===== src/rtl/control_sequencer.sv =====
// control_sequencer: multi-cycle control FSM for the 32-bit datapath.
// It decodes the opcode latched in DECODE and drives the datapath control
// flags, the data-memory write strobe and the IN/OUT board handshakes.
// This is the only block that advances the PC. flagPC is non-zero in exactly
// one cycle per instruction, which is always that instruction's last cycle.
module control_sequencer #(
    parameter int OP_W     = 6,
    parameter int MEM_WAIT = 1
) (
    input  logic            clock,
    input  logic            reset,
    input  logic            run,
    input  logic [OP_W-1:0] opcode,
    input  logic            flagJB,
    input  logic            in_valid,
    input  logic            out_ack,
    output logic [1:0]      flagPC,
    output logic            flagRF,
    output logic [2:0]      flagMuxRF,
    output logic [1:0]      flagBQ,
    output logic            flagJR,
    output logic            flagLSR,
    output logic            dm_write,
    output logic            in_req,
    output logic            out_valid,
    output logic            halted,
    output logic            illegal_op
);

    typedef enum logic [2:0] {
        S_FETCH,
        S_DECODE,
        S_EXEC,
        S_MEM,
        S_WB,
        S_IN_WAIT,
        S_OUT_WAIT,
        S_HALT
    } state_t;

    typedef enum logic [OP_W-1:0] {
        OP_ALU  = OP_W'('h00),
        OP_LD   = OP_W'('h01),
        OP_ST   = OP_W'('h02),
        OP_LDR  = OP_W'('h03),
        OP_STR  = OP_W'('h04),
        OP_LI   = OP_W'('h05),
        OP_BEQ  = OP_W'('h06),
        OP_BNE  = OP_W'('h07),
        OP_J    = OP_W'('h08),
        OP_JR   = OP_W'('h09),
        OP_IN   = OP_W'('h0A),
        OP_OUT  = OP_W'('h0B),
        OP_NOP  = OP_W'('h0C),
        OP_SKIP = OP_W'('h0D),
        OP_HALT = OP_W'('h3F)
    } op_t;

    // Last value of the MEM counter before a load moves on to WB.
    localparam logic [1:0] MEM_LAST = 2'(MEM_WAIT);

    state_t          state;
    logic [OP_W-1:0] op_q;
    logic [1:0]      mem_cnt;

    // State register, opcode latch and load-wait counter.
    always_ff @(posedge clock) begin
        if (reset) begin
            state   <= S_FETCH;
            op_q    <= '0;
            mem_cnt <= '0;
        end else begin
            case (state)
                S_FETCH: begin
                    if (run) state <= S_DECODE;
                end
                S_DECODE: begin
                    op_q  <= opcode;
                    state <= (opcode == OP_HALT) ? S_HALT : S_EXEC;
                end
                S_EXEC: begin
                    mem_cnt <= '0;
                    case (op_q)
                        OP_ALU:        state <= S_WB;
                        OP_LD, OP_LDR: state <= S_MEM;
                        OP_IN:         state <= S_IN_WAIT;
                        OP_OUT:        state <= S_OUT_WAIT;
                        default:       state <= S_FETCH;
                    endcase
                end
                S_MEM: begin
                    if (mem_cnt == MEM_LAST) begin
                        state <= S_WB;
                    end else begin
                        mem_cnt <= mem_cnt + 2'd1;
                    end
                end
                S_WB: begin
                    state <= S_FETCH;
                end
                S_IN_WAIT: begin
                    if (in_valid) state <= S_FETCH;
                end
                S_OUT_WAIT: begin
                    if (out_ack) state <= S_FETCH;
                end
                S_HALT: begin
                    state <= S_HALT;
                end
                default: begin
                    state <= S_FETCH;
                end
            endcase
        end
    end

    // Control outputs decoded from state and latched opcode.
    // They are forced low while reset is high, so an aborted instruction
    // cannot pulse a write or PC update in the reset cycle.
    always_comb begin
        flagPC     = 2'd0;
        flagRF     = 1'b0;
        flagMuxRF  = 3'd0;
        flagBQ     = 2'd0;
        flagJR     = 1'b0;
        flagLSR    = 1'b0;
        dm_write   = 1'b0;
        in_req     = 1'b0;
        out_valid  = 1'b0;
        halted     = 1'b0;
        illegal_op = 1'b0;
        if (!reset) begin
            case (state)
                S_EXEC: begin
                    case (op_q)
                        OP_ALU, OP_LD, OP_IN, OP_OUT: begin
                        end
                        OP_LDR: begin
                            flagLSR = 1'b1;
                        end
                        OP_ST: begin
                            dm_write = 1'b1;
                            flagPC   = 2'd1;
                        end
                        OP_STR: begin
                            dm_write = 1'b1;
                            flagLSR  = 1'b1;
                            flagPC   = 2'd1;
                        end
                        OP_LI: begin
                            flagRF    = 1'b1;
                            flagMuxRF = 3'd4;
                            flagPC    = 2'd1;
                        end
                        OP_BEQ: begin
                            flagBQ = 2'd1;
                            flagPC = flagJB ? 2'd2 : 2'd1;
                        end
                        OP_BNE: begin
                            flagBQ = 2'd2;
                            flagPC = flagJB ? 2'd2 : 2'd1;
                        end
                        OP_J: begin
                            flagPC = 2'd2;
                        end
                        OP_JR: begin
                            flagJR = 1'b1;
                            flagPC = 2'd2;
                        end
                        OP_NOP: begin
                            flagPC = 2'd1;
                        end
                        OP_SKIP: begin
                            flagPC = 2'd3;
                        end
                        default: begin
                            illegal_op = 1'b1;
                            flagPC     = 2'd1;
                        end
                    endcase
                end
                S_MEM: begin
                    flagLSR = (op_q == OP_LDR);
                end
                S_WB: begin
                    flagRF    = 1'b1;
                    flagMuxRF = (op_q == OP_ALU) ? 3'd1 : 3'd2;
                    flagLSR   = (op_q == OP_LDR);
                    flagPC    = 2'd1;
                end
                S_IN_WAIT: begin
                    if (in_valid) begin
                        flagRF    = 1'b1;
                        flagMuxRF = 3'd3;
                        flagPC    = 2'd1;
                    end else begin
                        in_req = 1'b1;
                    end
                end
                S_OUT_WAIT: begin
                    out_valid = 1'b1;
                    if (out_ack) flagPC = 2'd1;
                end
                S_HALT: begin
                    halted = 1'b1;
                end
                default: begin
                end
            endcase
        end
    end

endmodule


===== config.mk =====
export PLATFORM = sky130hd
export DESIGN_NAME = control_sequencer
export DESIGN_NICKNAME = d
export VERILOG_FILES = /design/src/rtl/control_sequencer.sv
export SDC_FILE = /design/constraint.sdc
export NUM_CORES = 1
export LEC_CHECK = 0
export ABC_AREA = 1
export ABC_CLOCK_PERIOD_IN_PS = 1300
export BUFFER_PORTS_ARGS = -buffer_cell sky130_fd_sc_hd__buf_2
export CORE_ASPECT_RATIO = 0.8
export CORE_MARGIN = 2
export CORE_UTILIZATION = 46
export CTS_CLUSTER_DIAMETER = 80
export DETAILED_ROUTE_END_ITERATION = 7
export GPL_TIMING_DRIVEN = 0
export PLACE_DENSITY = 0.75
export SETUP_SLACK_MARGIN = 0.15
export SYNTH_ARGS = -nofsm -noshare
export SYNTH_HDL_FRONTEND = slang
export SYNTH_SLANG_ARGS = --single-unit

===== constraint.sdc =====
create_clock -name clock -period 1.3 [get_ports clock]
set_clock_uncertainty 0.05 [all_clocks]
set_input_delay 0.26 -clock clock [delete_from_list [all_inputs] [get_ports clock]]
set_output_delay 0.26 -clock clock [all_outputs]
set_load 0.05 [all_outputs]

==> results of run 1 <==
synth_stat cells:
cell type and instances:
nor3_2 1, buf_4 2, nor4_1 1, nor2_4 1, nand2_1 28, nor2_2 6
a221oi_2 1, nand3_1 12, o21ai_1 2, buf_6 2, a31oi_1 1, nand3b_1 1
nand3_2 4, nand2_2 6, nor3_1 6, dfxtp_1 11, buf_2 2, inv_1 19
inv_2 3, a21oi_2 1, ha_1 1, nor2_1 26, o211ai_1 1, nand4_1 3
a21oi_1 11, o21ai_0 7
metrics by stage:
step	cells	worst slack [ns]	hold WS, ns	area (µm²)
after floorplan	159	-0.424	0.345	1180
after CTS	232	-0.648	0.185	1720
after global placement	208	-0.540	0.398	1330
after detailed placement	208	-0.550	0.405	1330
layer usage:
| layer | GRT overflow | global-route usage (%) |
|---|---|---|
| met1 | 0 | 74.4 |
| met2 | 7 | 88.1 |
| met3 | 0 | 63.9 |
| met4 | 9 | 76.1 |
| met5 | 0 | 4.76 |
kinds of logic after synthesis:
| kind of cell | Yosys count |
|---|---|
| simple gates | 95 |
| buf+inv | 28 |
| compound gates | 24 |
| flops | 11 |
| fa+ha+maj | 1 |
what timing repair did:
action                     CTS
setup endpoints to repair   26
pin swaps                   11
gates cloned                 2
resized for setup           68
setup buffers               18
==> results.json, run 1 <==
{
  "synthAdderAreaFrac_pct": 1.30,
  "die_w_um": 55.1,
  "worstEndpointGrtRepair": "flagRF",
  "cts_buffer_depth": 2,
  "avgSynthCellArea_um2": 6.05,
  "yosys.area_share.simple_pct": 48.0,
  "synth.largest_area_cell": "dfxtp_1",
  "ios": 27,
  "ctsHoldBuffers": 0,
  "synth-seq-cells": 11,
  "portBuffers": 25,
  "htreeDepth": 1,
  "outcome": "stopped before the end",
  "worst-endpoint-pin-kind": "primary output",
  "fp.dieH_um": 44.9,
  "gp_congestion": 0.872,
  "grt_overflow_total": 16,
  "ys_top_cells_by_area": "dfxtp_1 (23%), nand2_1 (11%), nor2_1 (10%)",
  "synthDistinctLibCells": 26,
  "rows": 14,
  "haltStage": "5_1_grt",
  "synth_xor_area_share_pct": 0,
  "cts.sinks": 11,
  "yosysSeqAreaShare_pct": 22.9,
  "synthCells": 159,
  "synth_nets": 172,
  "error_line": "[ERROR GRT-0232] Routing congestion too high. Check the congestion heatmap in the GUI.",
  "synth.top_cell.area_share_pct": 22.9,
  "clockRootBuffer": "clkbuf_4",
  "synth_area_um2": 962,
  "muxShareOfSynthArea_pct": 0,
  "grt_max_degree": 11,
  "ys_warn_count": 0,
  "synth-compound-area-share_pct": 14.3,
  "dp_hpwl_mm": 2.06,
  "synth_top_family_by_area": "simple AND/OR/NAND/NOR gates",
  "cts_buffers": 3,
  "initial_core_util_pct": 49.9,
  "track_usage_pct": 74.4
}
==> run 2, diff against run 1 <==
==> config.mk (replaced) <==
export PLATFORM = sky130hd
export DESIGN_NAME = control_sequencer
export DESIGN_NICKNAME = d
export VERILOG_FILES = /design/src/rtl/control_sequencer.sv
export SDC_FILE = /design/constraint.sdc
export NUM_CORES = 1
export LEC_CHECK = 0
export ABC_AREA = 1
export ABC_CLOCK_PERIOD_IN_PS = 1700
export BUFFER_PORTS_ARGS = -buffer_cell sky130_fd_sc_hd__buf_2
export CORE_AREA = 2 2 63 65
export DETAILED_ROUTE_END_ITERATION = 7
export DIE_AREA = 0 0 65 67
export GPL_TIMING_DRIVEN = 0
export PLACE_DENSITY_LB_ADDON = 0.15
export SYNTH_ARGS = -nofsm -noshare
export SYNTH_HDL_FRONTEND = slang
export SYNTH_SLANG_ARGS = --single-unit
==> constraint.sdc (replaced) <==
create_clock -name clock -period 1.7 [get_ports clock]
set_clock_uncertainty 0.05 [all_clocks]
set_input_delay 0.34 -clock clock [delete_from_list [all_inputs] [get_ports clock]]
set_output_delay 0.34 -clock clock [all_outputs]
set_load 0.05 [all_outputs]
==> run 2 against run 1 <==
Effect of this change:
- synthesized area is the same
- synthesized cell count is the same
- the flow now finishes, with violations (setup timing)
==> results.json, run 2 <==
{
  "peakVddDrop_uv": 349,
  "drtAntennaViolNets": 0,
  "switching_share_pct": 47.4,
  "path_clk_slew_ns": 0.05,
  "timing.final.ws_setup_ns": -0.253,
  "setup_viol": 12,
  "fin_nets": 224,
  "rsz0062_at_grt": "yes",
  "yosysSeqAreaShare_pct": 22.9,
  "power_leakage_nw": 0.765,
  "area_delta_synth_final_pct": 78.9,
  "synth_area_um2": 962,
  "cap_violations": 0,
  "hold_slack_ns": 0.308,
  "tightest_slew_ns": 0.282,
  "pwr_density_cell_nw_per_um2": 1120,
  "slowest_delay_ns": 0.33,
  "drive_gt1_share_pct": 59.0,
  "clockRootBuffer": "clkbuf_8",
  "die_w_um": 65,
  "grt_pass1_vias": 1127,
  "clk_latency_ns": 0.23,
  "ys_warn_count": 0,
  "period_needed_ns": 1.95,
  "fp.dieH_um": 67,
  "total_power_mw": 1.93,
  "nFillCells": 350,
  "crit_path_end_kind": "output pin",
  "portBuffers": 25,
  "final_common_cell": "nand2_1",
  "synth.largest_area_cell": "dfxtp_1",
  "synth_nets": 172,
  "rows": 22,
  "grt_overflow_total": 0,
  "fmax_mhz": 512,
  "num_vias": 1216,
  "violations": "setup timing",
  "start_kind": "register",
  "synth.top_cell.area_share_pct": 22.9,
  "via_per_inst": 4.71,
  "num_antenna_cells": 0,
  "cpMaxStageDelayCell": "dfxtp_2",
  "drt-total-wl_mm": 3.18,
  "dp_hpwl_mm": 2.12,
  "critPathKind": "reg -> out",
  "drc": 0,
  "antenna_found_initial": 0,
  "min_from": "opcode[4]",
  "synthArstFlopShare_pct": 0,
  "period_share_pct": 115,
  "hold_viol": 0,
  "switching_power_mw": 0.915,
  "relSlewSlack_pct": 81.1,
  "r2r_cells": 9,
  "cts.sinks": 11,
  "drt_iter0_drc": 30,
  "grt_max_degree": 11,
  "drv_slew": 0,
  "ctsHoldBuffers": 0,
  "cts_buffers": 3,
  "die_area_um2": 4360,
  "hp-class": "in -> reg",
  "synthDistinctLibCells": 26,
  "finalNonFillerCells": 258,
  "coreArea_um2": 3610,
  "cp.arrival_ns": 1.56,
  "post_drt_wl_per_cell_um": 12.3,
  "largest_reg_flops": 6,
  "htreeDepth": 1,
  "critPathTopFamily": "simple AND/OR/NAND/NOR gates",
  "ios": 27,
  "gp_congestion": 0.843,
  "p_int_mw": 1.02,
  "layout_common_cells": "nand2_1 (23), buf_4 (20), buf_6 (19), nor2_4 (15), nor2_1 (14)",
  "clkPwrFrac_pct": 13.3,
  "drt-pass1-iter-count": 4,
  "top_register": "op_q",
  "r2r-end": "op_q[3]",
  "synth_common_cells": "nand2_1 (28), nor2_1 (26), inv_1 (19)",
  "ys.flop_type": "dfxtp_1",
  "outcome": "finished with violations",
  "track_usage_pct": 13.9,
  "hold_path_end": "op_q[4]",
  "largestRegisters": "op_q (6), state (3), mem_cnt (2)",
  "synth-seq-cells": 11,
  "ff2ff_setup_slack_ns": 0.19,
  "initial_core_util_pct": 26.7,
  "power_frac_comb_pct": 63.7,
  "avgSynthCellArea_um2": 6.05,
  "place_inst": 232,
  "r2r-start": "state[2]",
  "crit_chain": "nor2_4 -> buf_6 -> nand2_4 -> nor2_4 -> nand2_2 -> a221oi_2 -> buf_6",
  "cts_tree": "yes",
  "cts_buffer_depth": 2,
  "cp_max_fo": 5,
  "cp_data_required_time_ns": 1.31,
  "critical_path_buf_inv_count": 2,
  "synth.most_common_cell": "nand2_1",
  "synthCells": 159,
  "power_frac_seq_pct": 23.0,
  "ys_top_cells_by_area": "dfxtp_1 (23%), nand2_1 (11%), nor2_1 (10%)",
  "whs_path_depth": 3,
  "grt_pass1_wl_mm": 4.73,
  "synth_edf_count": 0
}
==> run 2: cell counts after synthesis <==
No cell type changed its count.
==> run 2: area by class of cell <==
| cell class | count | area, µm² | area share [%] |
|---|---|---|---|
| plain buffers | 6 | 51.3 | 2.98 |
| clock buffers | 4 | 45.0 | 2.62 |
| inverters | 22 | 95.1 | 5.52 |
| multi-input cells | 120 | 841 | 48.8 |
| flip-flops and latches | 11 | 244 | 14.2 |
| well taps | 48 | 60.1 | 3.49 |
| repair buffers | 47 | 385 | 22.4 |
==> run 2: worst max path at each step <==
stage	from	slack, ns	cells past startpoint	endpoint
6_report	op_q[4]	-0.25	7	flagLSR
4_1_cts	op_q[5]	-0.27	7	flagLSR
3_5_place_dp	op_q[0]	-0.28	10	flagPC[0]
5_1_grt	op_q[5]	-0.33	10	flagPC[0]
2_1_floorplan	reset	-0.34	5	flagMuxRF[0]
3_3_place_gp	op_q[0]	-0.27	10	flagPC[0]
==> run 2: worst reg2reg max path, stage by stage (launching register included) <==
cell and delay [ns]:
dfxtp_2 0.34, inv_4 0.08, buf_4 0.10, buf_4 0.10, nand2_1 0.09, nor2_2 0.17, inv_1 0.08, buf_4 0.17
o21ai_0 0.16, a21oi_1 0.06
==> run 2: cells by family (layout without fill, tap and decap cells) <==
kind of cell | count (synthesis) | in the layout | share of synthesized area (%)
AND/OR/NAND/NOR | 95 | 95 | 48.0
buffers and inverters | 28 | 79 | 13.5
AO/OA/AOI/OAI | 24 | 24 | 14.3
flip-flops | 11 | 11 | 22.9
adder cells (fa/ha/maj) | 1 | 1 | 1.30
==> run 2: routing by layer <==
metal	routed length (µm)	global-route usage (%)
met1	1350	16.2
met2	1690	25.6
met4	23	5.85
met5	0	0
met3	111	1.69
==> run 2: per-stage QoR <==
stage	area (µm²)	TNS, ns	setup slack [ns]	util (%)
2_1_floorplan	1030	-1.62	-0.344	-
3_3_place_gp	1210	-1.52	-0.272	33.7
3_5_place_dp	1210	-1.59	-0.282	33.7
4_1_cts	1570	-2.02	-0.270	43.6
5_1_grt	1720	-2.97	-0.334	47.7
6_report	1720	-2.12	-0.253	47.7
==> run 2: power by group through the flow <==
stage / clock network, mW / registers [mW] / logic, mW
6_report: 0.258 / 0.444 / 1.23
5_1_grt: 0.279 / 0.452 / 1.33
4_1_cts: 0.266 / 0.416 / 1.07
3_5_place_dp: 0 / 0.384 / 0.801
3_3_place_gp: 0 / 0.383 / 0.799
2_1_floorplan: 0 / 0.371 / 0.657
==> run 2: repair_timing <==
action	in CTS	in global routing
setup buffers	11	10
cloned	1	0
hold endpoints to repair	0	0
setup endpoints to repair	12	15
pin swaps	16	14
gates resized for setup	72	22
Power figures use the tool's default switching activity.
